<file path="src/rtl/bf16_pkg.sv">
// Shared BF16 definitions for the floating-point unit: field widths, constants,
// operand classes, status-flag bundle and the divider FSM states.
package bf16_pkg;

  localparam int unsigned BF16_W = 16;
  localparam int unsigned EXP_W  = 8;
  localparam int unsigned MANT_W = 7;
  localparam logic [7:0]  BIAS   = 8'd127;

  localparam logic [15:0] BF16_QNAN = 16'h7FC0;
  localparam logic [15:0] BF16_PINF = 16'h7F80;

  typedef enum logic [2:0] {
    ZERO   = 3'd0,
    NORMAL = 3'd1,
    INF    = 3'd2,
    QNAN   = 3'd3,
    SNAN   = 3'd4
  } bf16_class_e;

  typedef enum logic [1:0] {
    IDLE   = 2'd0,
    DIVIDE = 2'd1,
    NORM   = 2'd2,
    DONE   = 2'd3
  } div_state_e;

  typedef struct packed {
    logic zero;
    logic underflow;
    logic overflow;
    logic q_nan;
    logic s_nan;
    logic positive_inf;
    logic negative_inf;
    logic div_by_zero;
  } bf16_flags_t;

  localparam bf16_flags_t FLAGS_CLEAR = bf16_flags_t'(8'h00);

  function automatic logic [15:0] signed_inf(input logic sign);
    return {sign, BF16_PINF[14:0]};
  endfunction

endpackage

</file>
<file path="src/rtl/bf16_divider_if.sv">
// Operand/result handshake bundle of the BF16 divider; master = producer and
// consumer side, slave = the divider.
interface bf16_divider_if;

  logic        in_valid;
  logic        in_ready;
  logic [15:0] num_1;
  logic [15:0] num_2;
  logic        out_valid;
  logic        out_ready;
  logic [15:0] result;
  logic        zero;
  logic        underflow;
  logic        overflow;
  logic        q_nan;
  logic        s_nan;
  logic        positive_inf;
  logic        negative_inf;
  logic        div_by_zero;

  modport master (
    output in_valid, num_1, num_2, out_ready,
    input  in_ready, out_valid, result, zero, underflow, overflow,
           q_nan, s_nan, positive_inf, negative_inf, div_by_zero
  );

  modport slave (
    input  in_valid, num_1, num_2, out_ready,
    output in_ready, out_valid, result, zero, underflow, overflow,
           q_nan, s_nan, positive_inf, negative_inf, div_by_zero
  );

endinterface

</file>
<file path="src/rtl/bf16_classify.sv">
// Combinational BF16 operand classifier (zero / normal / inf / qNaN / sNaN);
// exponent 0 is treated as zero since subnormals are not supported.
module bf16_classify
  import bf16_pkg::*;
(
  input  logic [15:0] operand,
  output bf16_class_e op_class
);

  logic [EXP_W-1:0]  exp_s;
  logic [MANT_W-1:0] mant_s;
  logic              unused_sign_s;

  assign exp_s         = operand[MANT_W +: EXP_W];
  assign mant_s        = operand[0 +: MANT_W];
  assign unused_sign_s = operand[15];

  // Decode the operand class from exponent and mantissa fields.
  always_comb begin
    op_class = NORMAL;
    if (exp_s == 8'h00) begin
      op_class = ZERO;
    end else if (exp_s == 8'hFF) begin
      if (mant_s == 7'h00) begin
        op_class = INF;
      end else if (mant_s[6]) begin
        op_class = QNAN;
      end else begin
        op_class = SNAN;
      end
    end else begin
      op_class = NORMAL;
    end
  end

endmodule

</file>
<file path="src/rtl/bf16_divider.sv">
// Sequential BF16 divider: restoring radix-2 mantissa division, one quotient bit
// per cycle. Define BF16_DIV_ROUND_EN for round-to-nearest-even, else truncation.
module bf16_divider
  import bf16_pkg::*;
(
  input  logic           clk,
  input  logic           rst,
  bf16_divider_if.slave  bus
);

`ifdef BF16_DIV_ROUND_EN
  localparam logic ROUND_EN = 1'b1;
`else
  localparam logic ROUND_EN = 1'b0;
`endif

  div_state_e         state_r, next_state_s;
  bf16_class_e        cls_1_s, cls_2_s;
  logic               sign_s;
  logic               special_s;
  logic [15:0]        spec_result_s;
  bf16_flags_t        spec_flags_s;

  logic               in_ready_r;
  logic               out_valid_r;
  logic [15:0]        result_r;
  bf16_flags_t        flags_r;
  logic               sign_r;
  logic signed [9:0]  exp_base_r;
  logic [8:0]         rem_r;
  logic [7:0]         div_r;
  logic [9:0]         quo_r;
  logic [3:0]         cnt_r;

  logic               rem_ge_s;
  logic [8:0]         rem_sub_s;
  logic [8:0]         rem_step_s;

  logic [6:0]         mant_s;
  logic               guard_s;
  logic               sticky_s;
  logic signed [9:0]  exp_s;
  logic               round_up_s;
  logic [7:0]         mant_inc_s;
  logic [6:0]         mant_fin_s;
  logic signed [9:0]  exp_rnd_s;
  logic [15:0]        norm_result_s;
  bf16_flags_t        norm_flags_s;

  bf16_classify u_cls_1 (.operand(bus.num_1), .op_class(cls_1_s));
  bf16_classify u_cls_2 (.operand(bus.num_2), .op_class(cls_2_s));

  assign sign_s = bus.num_1[15] ^ bus.num_2[15];

  // Special-operand results, evaluated on the live inputs at the accept edge.
  always_comb begin
    special_s     = 1'b1;
    spec_result_s = 16'h0000;
    spec_flags_s  = FLAGS_CLEAR;
    if ((cls_1_s == SNAN) || (cls_2_s == SNAN)) begin
      spec_result_s      = BF16_QNAN;
      spec_flags_s.s_nan = 1'b1;
    end else if ((cls_1_s == QNAN) || (cls_2_s == QNAN) ||
                 ((cls_1_s == INF) && (cls_2_s == INF)) ||
                 ((cls_1_s == ZERO) && (cls_2_s == ZERO))) begin
      spec_result_s      = BF16_QNAN;
      spec_flags_s.q_nan = 1'b1;
    end else if (cls_1_s == INF) begin
      spec_result_s             = signed_inf(sign_s);
      spec_flags_s.positive_inf = ~sign_s;
      spec_flags_s.negative_inf = sign_s;
    end else if (cls_2_s == ZERO) begin
      spec_result_s             = signed_inf(sign_s);
      spec_flags_s.positive_inf = ~sign_s;
      spec_flags_s.negative_inf = sign_s;
      spec_flags_s.div_by_zero  = 1'b1;
    end else if ((cls_1_s == ZERO) || (cls_2_s == INF)) begin
      spec_result_s     = {sign_s, 15'h0000};
      spec_flags_s.zero = 1'b1;
    end else begin
      special_s = 1'b0;
    end
  end

  // One restoring step; the partial remainder always stays below twice the divisor.
  assign rem_ge_s   = (rem_r >= {1'b0, div_r});
  assign rem_sub_s  = rem_r - {1'b0, div_r};
  assign rem_step_s = rem_ge_s ? {rem_sub_s[7:0], 1'b0} : {rem_r[7:0], 1'b0};

  // Normalise the 10-bit quotient, round, and range-check the exponent.
  always_comb begin
    if (quo_r[9]) begin
      mant_s   = quo_r[8:2];
      guard_s  = quo_r[1];
      sticky_s = quo_r[0] | (rem_r != 9'd0);
      exp_s    = exp_base_r;
    end else begin
      mant_s   = quo_r[7:1];
      guard_s  = quo_r[0];
      sticky_s = (rem_r != 9'd0);
      exp_s    = exp_base_r - 10'sd1;
    end
    round_up_s = ROUND_EN & guard_s & (sticky_s | mant_s[0]);
    mant_inc_s = {1'b0, mant_s} + {7'd0, round_up_s};
    if (mant_inc_s[7]) begin
      exp_rnd_s  = exp_s + 10'sd1;
      mant_fin_s = 7'h00;
    end else begin
      exp_rnd_s  = exp_s;
      mant_fin_s = mant_inc_s[6:0];
    end
    norm_flags_s = FLAGS_CLEAR;
    if (exp_rnd_s >= 10'sd255) begin
      norm_result_s             = signed_inf(sign_r);
      norm_flags_s.overflow     = 1'b1;
      norm_flags_s.positive_inf = ~sign_r;
      norm_flags_s.negative_inf = sign_r;
    end else if (exp_rnd_s <= 10'sd0) begin
      norm_result_s          = {sign_r, 15'h0000};
      norm_flags_s.underflow = 1'b1;
      norm_flags_s.zero      = 1'b1;
    end else begin
      norm_result_s = {sign_r, exp_rnd_s[7:0], mant_fin_s};
    end
  end

  // FSM state register.
  always_ff @(posedge clk or posedge rst) begin
    if (rst) begin
      state_r <= IDLE;
    end else begin
      state_r <= next_state_s;
    end
  end

  // FSM next-state logic.
  always_comb begin
    next_state_s = state_r;
    case (state_r)
      IDLE: begin
        if (bus.in_valid) begin
          next_state_s = special_s ? DONE : DIVIDE;
        end else begin
          next_state_s = IDLE;
        end
      end
      DIVIDE: begin
        if (cnt_r == 4'd9) begin
          next_state_s = NORM;
        end else begin
          next_state_s = DIVIDE;
        end
      end
      NORM: next_state_s = DONE;
      DONE: begin
        if (out_valid_r && bus.out_ready) begin
          next_state_s = IDLE;
        end else begin
          next_state_s = DONE;
        end
      end
      default: next_state_s = IDLE;
    endcase
  end

  // Operand capture, divider iterations and registered result/flags.
  always_ff @(posedge clk or posedge rst) begin
    if (rst) begin
      in_ready_r  <= 1'b1;
      out_valid_r <= 1'b0;
      result_r    <= 16'h0000;
      flags_r     <= FLAGS_CLEAR;
      sign_r      <= 1'b0;
      exp_base_r  <= 10'sd0;
      rem_r       <= 9'd0;
      div_r       <= 8'd0;
      quo_r       <= 10'd0;
      cnt_r       <= 4'd0;
    end else begin
      in_ready_r <= (next_state_s == IDLE);
      case (state_r)
        IDLE: begin
          if (bus.in_valid) begin
            sign_r     <= sign_s;
            exp_base_r <= $signed({2'b00, bus.num_1[14:7]}) - $signed({2'b00, bus.num_2[14:7]})
                          + $signed({2'b00, BIAS});
            rem_r      <= {2'b01, bus.num_1[6:0]};
            div_r      <= {1'b1, bus.num_2[6:0]};
            quo_r      <= 10'd0;
            cnt_r      <= 4'd0;
            if (special_s) begin
              result_r <= spec_result_s;
              flags_r  <= spec_flags_s;
            end
          end
        end
        DIVIDE: begin
          rem_r <= rem_step_s;
          quo_r <= {quo_r[8:0], rem_ge_s};
          cnt_r <= cnt_r + 4'd1;
        end
        NORM: begin
          result_r <= norm_result_s;
          flags_r  <= norm_flags_s;
        end
        DONE: begin
          if (!out_valid_r) begin
            out_valid_r <= 1'b1;
          end else if (bus.out_ready) begin
            out_valid_r <= 1'b0;
          end
        end
        default: out_valid_r <= 1'b0;
      endcase
    end
  end

  assign bus.in_ready     = in_ready_r;
  assign bus.out_valid    = out_valid_r;
  assign bus.result       = result_r;
  assign bus.zero         = flags_r.zero;
  assign bus.underflow    = flags_r.underflow;
  assign bus.overflow     = flags_r.overflow;
  assign bus.q_nan        = flags_r.q_nan;
  assign bus.s_nan        = flags_r.s_nan;
  assign bus.positive_inf = flags_r.positive_inf;
  assign bus.negative_inf = flags_r.negative_inf;
  assign bus.div_by_zero  = flags_r.div_by_zero;

endmodule
</file>
<file path="src/flat_wrapper.sv">
// flat-port wrapper written by rule: the top's interface ports become plain ports
module bf16_divider_flat import bf16_pkg::*;
  (clk, rst, bus_in_valid, bus_num_1, bus_num_2, bus_out_ready, bus_in_ready, bus_out_valid, bus_result, bus_zero, bus_underflow, bus_overflow, bus_q_nan, bus_s_nan, bus_positive_inf, bus_negative_inf, bus_div_by_zero);
  bf16_divider_if bus_i ();
  input  logic clk;
  input  logic rst;
  input wire logic [$bits(bus_i.in_valid)-1:0] bus_in_valid;
  input wire logic [$bits(bus_i.num_1)-1:0] bus_num_1;
  input wire logic [$bits(bus_i.num_2)-1:0] bus_num_2;
  input wire logic [$bits(bus_i.out_ready)-1:0] bus_out_ready;
  output wire logic [$bits(bus_i.in_ready)-1:0] bus_in_ready;
  output wire logic [$bits(bus_i.out_valid)-1:0] bus_out_valid;
  output wire logic [$bits(bus_i.result)-1:0] bus_result;
  output wire logic [$bits(bus_i.zero)-1:0] bus_zero;
  output wire logic [$bits(bus_i.underflow)-1:0] bus_underflow;
  output wire logic [$bits(bus_i.overflow)-1:0] bus_overflow;
  output wire logic [$bits(bus_i.q_nan)-1:0] bus_q_nan;
  output wire logic [$bits(bus_i.s_nan)-1:0] bus_s_nan;
  output wire logic [$bits(bus_i.positive_inf)-1:0] bus_positive_inf;
  output wire logic [$bits(bus_i.negative_inf)-1:0] bus_negative_inf;
  output wire logic [$bits(bus_i.div_by_zero)-1:0] bus_div_by_zero;
  assign bus_i.in_valid = bus_in_valid;
  assign bus_i.num_1 = bus_num_1;
  assign bus_i.num_2 = bus_num_2;
  assign bus_i.out_ready = bus_out_ready;
  assign bus_in_ready = bus_i.in_ready;
  assign bus_out_valid = bus_i.out_valid;
  assign bus_result = bus_i.result;
  assign bus_zero = bus_i.zero;
  assign bus_underflow = bus_i.underflow;
  assign bus_overflow = bus_i.overflow;
  assign bus_q_nan = bus_i.q_nan;
  assign bus_s_nan = bus_i.s_nan;
  assign bus_positive_inf = bus_i.positive_inf;
  assign bus_negative_inf = bus_i.negative_inf;
  assign bus_div_by_zero = bus_i.div_by_zero;
  bf16_divider u_core (.clk(clk), .rst(rst), .bus(bus_i));
endmodule
</file>
<file path="config.mk">
export PLATFORM = sky130hd
export DESIGN_NAME = bf16_divider_flat
export DESIGN_NICKNAME = d
export VERILOG_FILES = /design/src/rtl/bf16_pkg.sv /design/src/rtl/bf16_divider_if.sv /design/src/rtl/bf16_classify.sv /design/src/rtl/bf16_divider.sv /design/src/flat_wrapper.sv
export SDC_FILE = /design/constraint.sdc
export NUM_CORES = 1
export LEC_CHECK = 0
export CORE_MARGIN = 3
export CORE_UTILIZATION = 60
export DETAILED_ROUTE_END_ITERATION = 16
export GPL_TIMING_DRIVEN = 0
export PLACE_DENSITY = 0.91
export SETUP_SLACK_MARGIN = 0.02
export SLEW_MARGIN = 5
export SYNTH_ARGS = -nofsm -noshare
export SYNTH_HDL_FRONTEND = slang
export SYNTH_SLANG_ARGS = --single-unit
</file>
<file path="constraint.sdc">
create_clock -name clk -period 7.3 [get_ports clk]
set_input_delay 1.46 -clock clk [delete_from_list [all_inputs] [get_ports clk]]
set_output_delay 1.46 -clock clk [all_outputs]
set_load 0.05 [all_outputs]
</file>
======== Word level (Yosys, flattened, before mapping) ========
Cells that the tools add are included.
storage, ports and cells
  bits in registers ....................... 70
  input port bits ......................... 36
cells by class
  add/sub/neg operators ................... 5
  order comparisons ....................... 3
  eq/ne operators ......................... 14
  multiplexer cells ....................... 58
  bitwise gates (word level) .............. 3
  reduce and logical (&&, ||, !) cells .... 21
operators by type and width
  kind                                                                               count
  16-bit two-way mux                                                                 7
  3-bit two-way mux                                                                  11
  16-bit case mux with 2 select lines                                                1
  15-bit two-way mux                                                                 2
  10-bit two-way mux                                                                 2
  10-bit case mux with 2 select lines                                                1
  9-bit two-way mux                                                                  2
  9-bit case mux with 2 select lines                                                 1
  8-bit equality test, second input constant                                         2
  8-bit zero test                                                                    2
  1-bit two-way mux                                                                  16
  2-bit two-way mux                                                                  8
  8-bit two-way mux                                                                  2
  8-bit case mux with 2 select lines                                                 1
  7-bit zero test                                                                    2
  3-bit by 2-bit equality test with 1-bit output, second input constant              4
  10-bit by 8-bit adder with 10-bit output, second input constant                    1
  10-bit by 9-bit >= comparator with 1-bit output, second input constant             1
  10-bit by 1-bit less-or-equal comparator with 1-bit output, second input constant  1
  10-bit by 2-bit subtractor with 10-bit output, second input constant               1
  9-bit by 8-bit >= comparator with 1-bit output                                     1
  8-bit by 8-bit subtractor with 9-bit output                                        1
  2-bit case mux with 4 select lines                                                 1
  4-bit case mux with 2 select lines                                                 1
  19 further kinds                                                                   32

======== Longest topological paths before layout ========
Gate-level depths: netlist of the first run.
  word-level depth ........................ 15
  depth in mapped cells ................... 11
  depth with buffers taken out ............ 11

======== By module ========
From an unflattened synthesis of the first run, not the netlist that was laid out.
second synthesis, totals
  cell total of the unflattened synthesis .. 527
  area total of the unflattened synthesis .. 4,551.9 µm²
by module, submodules not included
  module         times used  cells each  area each (µm²)
  bf16_divider   1           505         4,414.2
  bf16_classify  2           11          68.8

======== Worst setup path before layout of the first run ========
Ideal clock, no wire load.
  kind .................................... input -> register
  from .................................... input port bus_num_1[7]
  to ...................................... register u_core.exp_base_r[8]
  library setup time ...................... 0.070 ns
  arrival time ............................ 3.513 ns
  required time ........................... 7.230 ns
  path slack .............................. 3.717 ns
  cell stages on the path ................. 11
  buffers on the path ..................... 0
  path through ............................ inv_1 > ha_1 > inv_1 > fa_1 > a21o_1 > a21oi_1 > o21ai_0 > a211oi_1 > nor3_1 > or4_1 > nand3_1
on the way
  word-level cells in the longest chain between the ends .. 2
RTL lines
  what                                         RTL line             source
  start, declared                              flat_wrapper.sv:8    input wire logic [$bits(bus_i.num_1)-1:0] bus_num_1;
  8-bit by 8-bit subtractor with 9-bit output  bf16_divider.sv:185  exp_base_r <= $signed({2'b00, bus.num_1[14:7]}) - $signed({2'b00, bus.num_2[14:7]})
  10-bit by 8-bit adder with 10-bit output     bf16_divider.sv:186  + $signed({2'b00, BIAS});
  end signal, assigned                         bf16_divider.sv:185
  end, declared                                bf16_divider.sv:29   logic signed [9:0] exp_base_r;
Every way passes these cells.
A chain may end at the register's enable or synchronous reset.

======== Worst setup path after layout of the first run ========
  from .................................... input port bus_num_1[11]
  to ...................................... register u_core.result_r[12], in the netlist u_core.bus.result[12]
on the way
  word-level cells in the longest chain between the ends .. 12
RTL lines
  what                                                                                             RTL line                                 source
  8-bit equality test                                                                              bf16_classify.sv:23                      end else if (exp_s == 8'hFF) begin
  3-bit two-way mux                                                                                bf16_classify.sv:23
  3-bit two-way mux *                                                                              bf16_classify.sv:21                      if (exp_s == 8'h00) begin
  3-bit zero test (tied with other cells)                                                          bf16_divider.sv:65, bf16_divider.sv:77
  1-bit logical OR (tied with other cells)                                                         bf16_divider.sv:77                       end else if ((cls_1_s == ZERO) || (cls_2_s == INF)) begin
  1-bit two-way mux / 1-bit logical OR (equally long branches)                                     bf16_divider.sv:77, bf16_divider.sv:63
  1-bit two-way mux / 1-bit logical OR (equally long branches)                                     bf16_divider.sv:72, bf16_divider.sv:64
  1-bit two-way mux / 16-bit two-way mux (equally long branches)                                   bf16_divider.sv:68, bf16_divider.sv:63
  1-bit two-way mux / 16-bit two-way mux (equally long branches)                                   bf16_divider.sv:63, bf16_divider.sv:60
  1-bit two-way mux / 16-bit two-way mux (equally long branches)                                   bf16_divider.sv:60, bf16_divider.sv:191
  2-bit by 1-bit != test with 1-bit output (no line) / 16-bit two-way mux (equally long branches)  n/a
  3-bit AND reduction (no line) / 16-bit case mux with 2 select lines (equally long branches)      n/a
  end signal, assigned                                                                             bf16_divider.sv:192                      result_r <= spec_result_s;
  end signal, assigned                                                                             bf16_divider.sv:203                      result_r <= norm_result_s;
  end, declared                                                                                    bf16_divider.sv:26                       logic [15:0] result_r;
Every way passes the cells marked *; elsewhere a longest branch is shown, timed or not. The select of a mux whose other input is x is not followed.

==> out/metrics.cfg, run 1 <==
[hold_path]
hold_start=u_core.bus.result[11]
hold-path-endpoint=u_core.bus.result[11]
hold_class=reg2reg
min_path_cells=1

[logic_synthesis]
yosys.area_share.adder_pct=6.64
synthXorXnorAreaFrac_pct=4.01
synth-seq-cells=70
muxShareOfSynthArea_pct=4.01
yosysWarnings=0
synth-async-reset-ratio_pct=100
syn-num-nets=526
synth_seq_area_share_pct=40.1
synth_cell_types=73
syn_avg_cell_area_um2=9.34
synth_compound_area_share_pct=21.8
synth-simple-area-share_pct=18.9
synth_top_family_by_area=compound AO/OA/AOI/OAI gates
synth_edf_count=0
yosys_most_used_dff=dfrtp_1
syn-instance-count=468
syn_area_um2=4370

[sta]
finalClockSkew_ns=0.00566
rsz0062_at_grt=false
post-route-period-util_pct=55.7
maxSlewViolCount=0
finalSetupTns_ns=0
max_freq_ghz=0.246
worstMarginPinSlew_ns=0.827
hold_viol=0
maxSlewHeadroom_pct=44.9
holdWs_ns=0.482
setup_viol=0
fin_crit_ns=4.07

[clock_tree]
ctsRootBufferMaster=clkbuf_8
ctsResizeCount=0
path_clk_slew_ns=0.08
tritoncts=done
cts_setup_buffers=0
holdBufCountCts=0
cts.sinks=70
clk-insertion-delay-late_ns=0.35
cts_buffers=9
cts_buffer_depth=2
htree_levels=3

[final_layout]
design_area_um2=5290
layout_commonest_cell=dfrtp_1
drive_gt1_share_pct=6.97
num-fill-cells=485
layout.cells.non_filler=641
area.growth.synth_to_final_pct=21.1
diodes=0
multiInputGateArea_um2=2420
seq_area_um2=1750
nNetsFinal=598
final_cell_mix=69 x dfrtp_1, 61 x clkdlybuf4s50_1, 46 x nand2_1, 43 x o21ai_0

[grt]
antenna_found_initial=0
grt_pass1_wl_mm=18.3
grt_pass1_vias=3869
grt-ovfl-total=0
groute.usage.overall_pct=27.2
grt_max_degree=71

[die]
die_y_um=91.3
std_cell_rows=30
initial_core_util_pct=62.9
io_pins=62
placeableCoreArea_um2=6940
die_x_um=91.3
dieArea_um2=8340

[power]
clkPwrFrac_pct=13.2
power.share.combinational_pct=56.6
p_leak_nw=2.27
seq_power_share_pct=30.2
internal_power_mw=1.20
power.switching_mw=1.08
p_sw_share_pct=47.3
powerDensity_nw_per_um2=430
ir_drop_mv=0.292
finalPower_mw=2.27

[setup_path]
crit_fanout=8
start_kind=input port
rrSetupSlack_ns=4.23
timing.rr.end=u_core.bus.result[6]
reg2reg_from=u_core.exp_base_r[0]
worstPathArrival_ns=4.31
path_class=in2reg
reg2regPathDepth=10
end_kind=flop
worstPathRequired_ns=7.54

[place]
hpwl_mm=8.21
gp_congestion=0.924
place_area_um2=5100
portBuffers=61
dp_cells=625

[route]
wl_mm=10.7
dr.pass1.iters=5
avgViaCountPerCell=6.18
ant_nets=0
drtIter0Drc=246
wl_per_cell_um=16.7
vias=3961
remaining_drc_errors=0

[run_status]
status=finished clean

[flow_run]
cap_violations=0

-- worst max-delay path, cell delays in order --
cell and delay (ns):
clkdlybuf4s50_1 0.45, nor4_1 0.55, a211oi_1 0.23, a21oi_1 0.37, nand4_1 0.26, o22ai_1 0.51
o21ai_0 0.18, mux2_4 0.29
-- cells in the mapped netlist, types with 3 or more instances --
master,number,area [µm²]
a22oi_1,4,30.0
o211ai_1,3,22.5
nor2_1,27,101
xnor2_1,13,114
a32o_1,3,30.0
a21o_1,7,52.6
a221o_1,4,40.0
o21ai_0,43,215
a21oi_1,21,105
or4_1,5,37.5
clkbuf_1,12,45.0
xor2_1,7,61.3
mux2i_1,13,130
inv_1,28,105
nor4_1,7,43.8
nor3_1,16,80.1
dfrtp_1,69,1730
nand2_1,46,173
o21a_1,11,82.6
a211oi_1,3,22.5
and3_1,3,18.8
mux2_4,3,45.0
and2_1,4,25.0
nand3_1,7,35.0
nor3b_1,6,45.0
o31ai_1,5,37.5
ha_1,20,250
nor2b_1,7,43.8
a22o_1,10,87.6
nand4_1,8,50.1
-- layout make-up --
class | count | area share (%)
plain buffers | 18 | 1.68
clock buffers | 9 | 2.34
inverters | 29 | 2.15
well taps | 96 | 2.27
repair buffers | 61 | 11.5
flip-flops and latches | 70 | 33.1
clock inverters | 7 | 1.21
multi-input cells | 351 | 45.7
-- metal layers --
metal	GRT usage, %	routed length (µm)	vias to the layer above
li1	-	-	1881
met1	33.7	4550	1923
met5	0	0	-
met4	10.4	240	0
met2	47.7	5370	133
met3	4.14	558	24
-- power by group through the flow --
stage / logic (mW) / clock network [mW] / registers (mW)
after global routing: 1.41 / 0.322 / 0.708
after floorplan: 0.786 / 0 / 0.827
after CTS: 1.28 / 0.304 / 0.682
final: 1.29 / 0.301 / 0.686
after global placement: 1.22 / 0 / 0.679
after detailed placement: 1.27 / 0 / 0.689
-- stage by stage --
| step | worst slack (ns) | util, % |
|---|---|---|
| floorplan | 3.72 | - |
| global placement | 3.01 | 73.5 |
| detailed placement | 2.93 | 73.5 |
| CTS | 3.30 | 76.2 |
| global route | 3.01 | 76.2 |
| finish | 3.23 | 76.2 |
-- flip-flops by register name (all words and copies together), names as in the netlist, 2 cells and up --
signal / count
u_core.rem_r: 9
u_core.div_r: 8
u_core.bus.result: 16
u_core.quo_r: 10
u_core.cnt_r: 4
u_core.exp_base_r: 10
u_core.state_r: 2
-- logic make-up after synthesis --
| logic type | after synthesis |
|---|---|
| AND/OR/NAND/NOR | 156 |
| AO/OA/AOI/OAI | 137 |
| flip-flops | 70 |
| buffers and inverters | 47 |
| adder cells (fa/ha/maj) | 22 |
| XOR/XNOR | 20 |
| multiplexers | 16 |
-- worst max-delay path by stage --
stage / slack (ns) / to / cells after the start / start
3_5_place_dp: 2.93 / u_core.exp_base_r[8] / 11 / bus_num_2[7]
2_1_floorplan: 3.72 / u_core.exp_base_r[8] / 11 / bus_num_1[7]
5_1_grt: 3.01 / u_core.bus.result[12] / 8 / bus_num_1[11]
3_3_place_gp: 3.01 / u_core.div_r[4] / 2 / rst
6_report: 3.23 / u_core.bus.result[12] / 8 / bus_num_1[11]
4_1_cts: 3.30 / u_core.exp_base_r[8] / 11 / bus_num_2[7]
Note: power is estimated with default switching activity, not from simulation.
==> run 2: changes to the inputs <==
--- a/config.mk
+++ b/config.mk
@@ -6,10 +6,10 @@
 export NUM_CORES = 1
 export LEC_CHECK = 0
 export CORE_MARGIN = 3
-export CORE_UTILIZATION = 60
+export CORE_UTILIZATION = 55
 export DETAILED_ROUTE_END_ITERATION = 16
 export GPL_TIMING_DRIVEN = 0
-export PLACE_DENSITY = 0.91
+export PLACE_DENSITY = 0.84
 export SETUP_SLACK_MARGIN = 0.02
 export SLEW_MARGIN = 5
 export SYNTH_ARGS = -nofsm -noshare
==> constraint.sdc (replaced) <==
create_clock -name clk -period 3.85 [get_ports clk]
set_input_delay 0.77 -clock clk [delete_from_list [all_inputs] [get_ports clk]]
set_output_delay 0.77 -clock clk [all_outputs]
set_load 0.05 [all_outputs]
==> out/metrics.cfg, run 2 (synthesized netlist as in run 1, its figures left out) <==
[sta]
worstMarginPinSlew_ns=0.847  ; was 0.827 ns
maxSlewHeadroom_pct=43.5  ; was 44.9%
post-route-period-util_pct=88.0
fin_crit_ns=3.39
finalSetupTns_ns=0  ; unchanged
hold_viol=0  ; unchanged
finalClockSkew_ns=0.00977  ; was 0.00566 ns
rsz0062_at_grt=false  ; unchanged
max_freq_ghz=0.295
setup_viol=0  ; unchanged
maxSlewViolCount=0  ; unchanged

[flow_run]
cap_violations=0  ; unchanged

[grt]
grt-ovfl-total=0  ; unchanged
grt_pass1_vias=3704  ; was 3869
grt_pass1_wl_mm=17.7  ; was 18.3 mm
grt_max_degree=71  ; unchanged
antenna_found_initial=0  ; unchanged
groute.usage.overall_pct=24.9  ; was 27.2%

[clock_tree]
cts.sinks=70  ; unchanged
path_clk_slew_ns=0.08  ; about the same
clk-insertion-delay-late_ns=0.36  ; was 0.35 ns
cts_buffers=9  ; unchanged
htree_levels=3  ; unchanged
ctsRootBufferMaster=clkbuf_8  ; unchanged
ctsResizeCount=0  ; unchanged
cts_setup_buffers=0  ; unchanged
tritoncts=done  ; unchanged
cts_buffer_depth=2  ; unchanged
holdBufCountCts=0  ; unchanged

[power]
finalPower_mw=4.29  ; was 2.27 mW
powerDensity_nw_per_um2=811  ; was 430 nW/µm²
ir_drop_mv=0.556  ; was 0.292 mV
p_leak_nw=2.27  ; about the same

[die]
io_pins=62  ; unchanged
die_y_um=95.1  ; was 91.3 µm
dieArea_um2=9050  ; was 8340 µm²
die_x_um=95.1  ; was 91.3 µm
placeableCoreArea_um2=7490  ; was 6940 µm²
initial_core_util_pct=58.4  ; was 62.9%
std_cell_rows=31  ; was 30

[route]
remaining_drc_errors=0  ; unchanged
vias=3879  ; was 3961
drtIter0Drc=238  ; was 246
dr.pass1.iters=4  ; was 5
avgViaCountPerCell=6.02  ; was 6.18
wl_per_cell_um=16.4  ; was 16.7 µm
wl_mm=10.6  ; was 10.7 mm
ant_nets=0  ; unchanged

[final_layout]
layout.cells.non_filler=644  ; was 641
num-fill-cells=590  ; was 485
diodes=0  ; unchanged
layout_commonest_cell=dfrtp_1  ; unchanged
final_cell_mix=69 x dfrtp_1, 61 x clkdlybuf4s50_1, 46 x nand2_1, 43 x o21ai_0  ; unchanged
largest_register_ffs=16  ; unchanged
drive_gt1_share_pct=6.97  ; unchanged
design_area_um2=5290  ; about the same
area.growth.synth_to_final_pct=21.1  ; about the same
nNetsFinal=598  ; unchanged

[place]
place_area_um2=5110  ; was 5100 µm²
dp_cells=628  ; was 625
portBuffers=61  ; unchanged
gp_congestion=0.917  ; was 0.924
hpwl_mm=7.94  ; was 8.21 mm

[setup_path]
end_kind=flop  ; unchanged
worstPathRequired_ns=4.14  ; was 7.54 ns
critPathTopFamily=compound AO/OA/AOI/OAI gates  ; unchanged
path_class=in2reg  ; unchanged
critPathMaxStageDelay_ns=0.46  ; was 0.55 ns
cpMostUsedCell=inv_1
worst-path-buf-inv=3  ; was 1
crit_slowest_cell=clkdlybuf4s50_1  ; was nor4_1
cp_cell_sequence=clkdlybuf4s50_1, inv_1, ha_1, inv_1, fa_1, a21o_1, a21oi_1, o21ai_0, a211oi_1, nor3_1, or4_1, nand3_1  ; was clkdlybuf4s50_1, nor4_1, a211oi_1, a21oi_1, nand4_1, o22ai_1, o21ai_0, mux2_4
start_kind=input port  ; unchanged
crit_fanout=3  ; was 8
worstPathArrival_ns=3.68  ; was 4.31 ns

[hold_path]
hold_class=reg2reg  ; unchanged

[run_status]
status=finished clean  ; unchanged

-- run 2: layout make-up --
| cell class | instances | area (µm²) | area share, % |
|---|---|---|---|
| multi-input combinational | 351 | 2420 | 45.7 |
| clock buffer | 9 | 124 | 2.34 |
| sequential | 70 | 1750 | 33.1 |
| inverter | 29 | 114 | 2.15 |
| buffer | 18 | 88.8 | 1.68 |
| timing repair buffer | 61 | 611 | 11.5 |
| clock inverter | 7 | 61.3 | 1.16 |
| tap | 99 | 124 | 2.34 |
-- run 2: where the power goes --
part | internal, mW | switching [mW]
Combinational | 0.971 | 1.45
Sequential | 1.05 | 0.250
Clock | 0.246 | 0.326
Total | 2.27 | 2.02
-- run 2: path summary, 6_finish.rpt --
path	from	to	slack, ns	depth (start not counted)
max	bus_num_1[7]	u_core.exp_base_r[8]	0.46	12
min	u_core.div_r[7]	u_core.div_r[7]	0.46	2
max reg2reg	u_core.exp_base_r[0]	u_core.bus.result[6]	0.77	10
min reg2reg	u_core.div_r[7]	u_core.div_r[7]	0.46	2
max in group asynchronous	rst	u_core.div_r[4]	2.36	2
min in group asynchronous	rst	u_core.bus.result[3]	0.93	2
-- run 2: tightest hold or removal path, stage by stage, from the launching register on --
cell and delay, ns:
dfrtp_1 0.33, inv_1 0.06, nand2_1 0.05
-- run 2: metal layers --
metal / wire (µm) / track usage, %
met1: 4720 / 33.3
met2: 5130 / 41.2
met3: 542 / 3.24
met4: 197 / 9.74
met5: 0 / 0
-- run 2: through the flow --
stage,util (%),hold WS [ns],setup slack (ns)
CTS,70.7,0.476,0.513
floorplan,-,0.418,0.957
detailed placement,68.2,0.457,0.150
finish,70.7,0.465,0.463
global route,70.7,0.513,0.253
global placement,68.2,0.453,0.232
==> run 3: changes to the inputs <==
--- a/config.mk
+++ b/config.mk
@@ -6,12 +6,13 @@
 export NUM_CORES = 1
 export LEC_CHECK = 0
 export CORE_MARGIN = 3
-export CORE_UTILIZATION = 55
+export CORE_UTILIZATION = 40
 export DETAILED_ROUTE_END_ITERATION = 16
 export GPL_TIMING_DRIVEN = 0
-export PLACE_DENSITY = 0.84
+export PLACE_DENSITY = 0.66
 export SETUP_SLACK_MARGIN = 0.02
 export SLEW_MARGIN = 5
 export SYNTH_ARGS = -nofsm -noshare
 export SYNTH_HDL_FRONTEND = slang
 export SYNTH_SLANG_ARGS = --single-unit
+export TNS_END_PERCENT = 5
==> out/metrics.cfg, run 3 (synthesized netlist as in run 1, its figures left out) <==
[sta]
maxSlewViolCount=0  ; unchanged
setup_viol=0  ; unchanged
finalClockSkew_ns=0.0118  ; was 0.00977 ns
fin_crit_ns=3.46  ; was 3.39 ns
rsz0062_at_grt=false  ; unchanged
hold_viol=0  ; unchanged
setup_ws_ns=0.390  ; was 0.463 ns
worstMarginPinSlew_ns=0.772  ; was 0.847 ns
maxSlewHeadroom_pct=48.4  ; was 43.5%
max_freq_ghz=0.289  ; was 0.295 GHz
holdWs_ns=0.468  ; was 0.465 ns
finalSetupTns_ns=0  ; unchanged
post-route-period-util_pct=89.9  ; was 88.0%

[place]
place_ws_ns=0.105  ; was 0.150 ns
gp_congestion=0.836  ; was 0.917
hpwl_mm=8.53  ; was 7.94 mm
portBuffers=61  ; unchanged

[grt]
grt_max_degree=70  ; was 71
groute.usage.overall_pct=18.3  ; was 24.9%
antenna_found_initial=0  ; unchanged
grt-ovfl-total=0  ; unchanged
grt_pass1_vias=3764  ; was 3704
grt_pass1_wl_mm=18.5  ; was 17.7 mm

[die]
io_pins=62  ; unchanged
die_x_um=111  ; was 95.1 µm
placeableCoreArea_um2=10500  ; was 7490 µm²
std_cell_rows=37  ; was 31
initial_core_util_pct=41.8  ; was 58.4%
die_y_um=111  ; was 95.1 µm
dieArea_um2=12200  ; was 9050 µm²

[power]
power.share.combinational_pct=55.1  ; was 56.4%
powerDensity_nw_per_um2=815  ; was 811 nW/µm²
power.switching_mw=2.01  ; was 2.02 mW
internal_power_mw=2.40  ; was 2.27 mW
finalPower_mw=4.41  ; was 4.29 mW
clkPwrFrac_pct=15.4  ; was 13.3%
ir_drop_mv=0.450  ; was 0.556 mV
p_sw_share_pct=45.6  ; was 47.2%
p_leak_nw=2.31  ; was 2.27 nW
seq_power_share_pct=29.5  ; was 30.3%

[clock_tree]
path_clk_slew_ns=0.08  ; about the same
ctsRootBufferMaster=clkbuf_8  ; unchanged
holdBufCountCts=0  ; unchanged
cts_setup_buffers=0  ; unchanged
clk-insertion-delay-late_ns=0.35  ; was 0.36 ns
cts.sinks=70  ; unchanged
tritoncts=done  ; unchanged
cts_buffer_depth=2  ; unchanged
cts_buffers=9  ; unchanged
ctsResizeCount=0  ; unchanged
htree_levels=3  ; unchanged

[final_layout]
nNetsFinal=599  ; was 598
postLayoutCoreUtil_pct=51.7  ; was 70.7%
diodes=0  ; unchanged
num-fill-cells=1005  ; was 590
drive_gt1_share_pct=7.14  ; was 6.97%
largest_register_ffs=16  ; unchanged
final_cell_mix=69 x dfrtp_1, 61 x clkdlybuf4s50_1, 46 x nand2_1, 43 x o21ai_0  ; unchanged
area.growth.synth_to_final_pct=23.8  ; was 21.1%
layout_commonest_cell=dfrtp_1  ; unchanged

[route]
drtIter0Drc=187  ; was 238
ant_nets=0  ; unchanged
remaining_drc_errors=0  ; unchanged
avgViaCountPerCell=5.57  ; was 6.02
vias=3801  ; was 3879
wl_mm=10.9  ; was 10.6 mm
wl_per_cell_um=16.0  ; was 16.4 µm
dr.pass1.iters=5  ; was 4

[flow_run]
cap_violations=0  ; unchanged

[run_status]
status=finished clean  ; unchanged

[setup_path]
start_kind=input port  ; unchanged
worstPathRequired_ns=4.13  ; was 4.14 ns
crit_fanout=3  ; unchanged
end_kind=flop  ; unchanged
worstPathArrival_ns=3.74  ; was 3.68 ns
reg2regPathDepth=10  ; unchanged
path_class=in2reg  ; unchanged

[hold_path]
min_path_cells=2  ; unchanged
hold_class=reg2reg  ; unchanged

==> run 3: power groups by stage <==
stage	clock (mW)	combinational, mW	sequential [mW]
after floorplan	0	1.49	1.57
after global placement	0	2.35	1.30
after detailed placement	0	2.42	1.31
after CTS	0.696	2.43	1.30
after global routing	0.734	2.68	1.35
final	0.681	2.43	1.30
==> run 3: final timing paths <==
kind / start / end / slack [ns]
hold reg to reg: u_core.div_r[7] / u_core.div_r[7] / 0.47
min in group asynchronous: rst / u_core.bus.result[2] / 0.62
max in group asynchronous: rst / u_core.bus.in_ready / 2.68
hold / removal: u_core.div_r[7] / u_core.div_r[7] / 0.47
setup reg to reg: u_core.exp_base_r[0] / u_core.bus.result[6] / 0.77
setup / recovery: bus_num_2[7] / u_core.exp_base_r[8] / 0.39
==> run 3: metal layers <==
metal  track usage [%]  wire [µm]  vias up
li1                  -          -     1873
met1              25.7       5220     1812
met2              28.7       5010      104
met3              3.40        534       12
met4              5.34        125        0
met5                 0          0        -
==> run 3: per-stage QoR <==
| stage | std cells | instance area [µm²] |
|---|---|---|
| 2_1_floorplan | 468 | 4370 |
| 3_3_place_gp | 665 | 5150 |
| 3_5_place_dp | 666 | 5180 |
| 4_1_cts | 682 | 5410 |
| 5_1_grt | 682 | 5410 |
| 6_report | 682 | 5410 |
==> run 3: final cells by class <==
cell class                      instances  area (µm²)  area share, %
Clock buffer                            9         124           2.29
Sequential cell                        70        1750           32.4
Buffer                                 18        88.8           1.64
Timing Repair Buffer                   62         638           11.8
Tap cell                              136         170           3.15
Multi-Input combinational cell        351        2420           44.7
Clock inverter                          7         104           1.92
Inverter                               29         114           2.11
==> run 3: worst max-delay path, cell delays in order <==
cell and delay, ns:
clkdlybuf4s50_1 0.53, ha_1 0.19, inv_1 0.06, fa_1 0.40, a21o_1 0.20, a21oi_1 0.28
o21ai_0 0.19, a211oi_1 0.46, nor3_1 0.16, or4_1 0.41, nand3_1 0.09
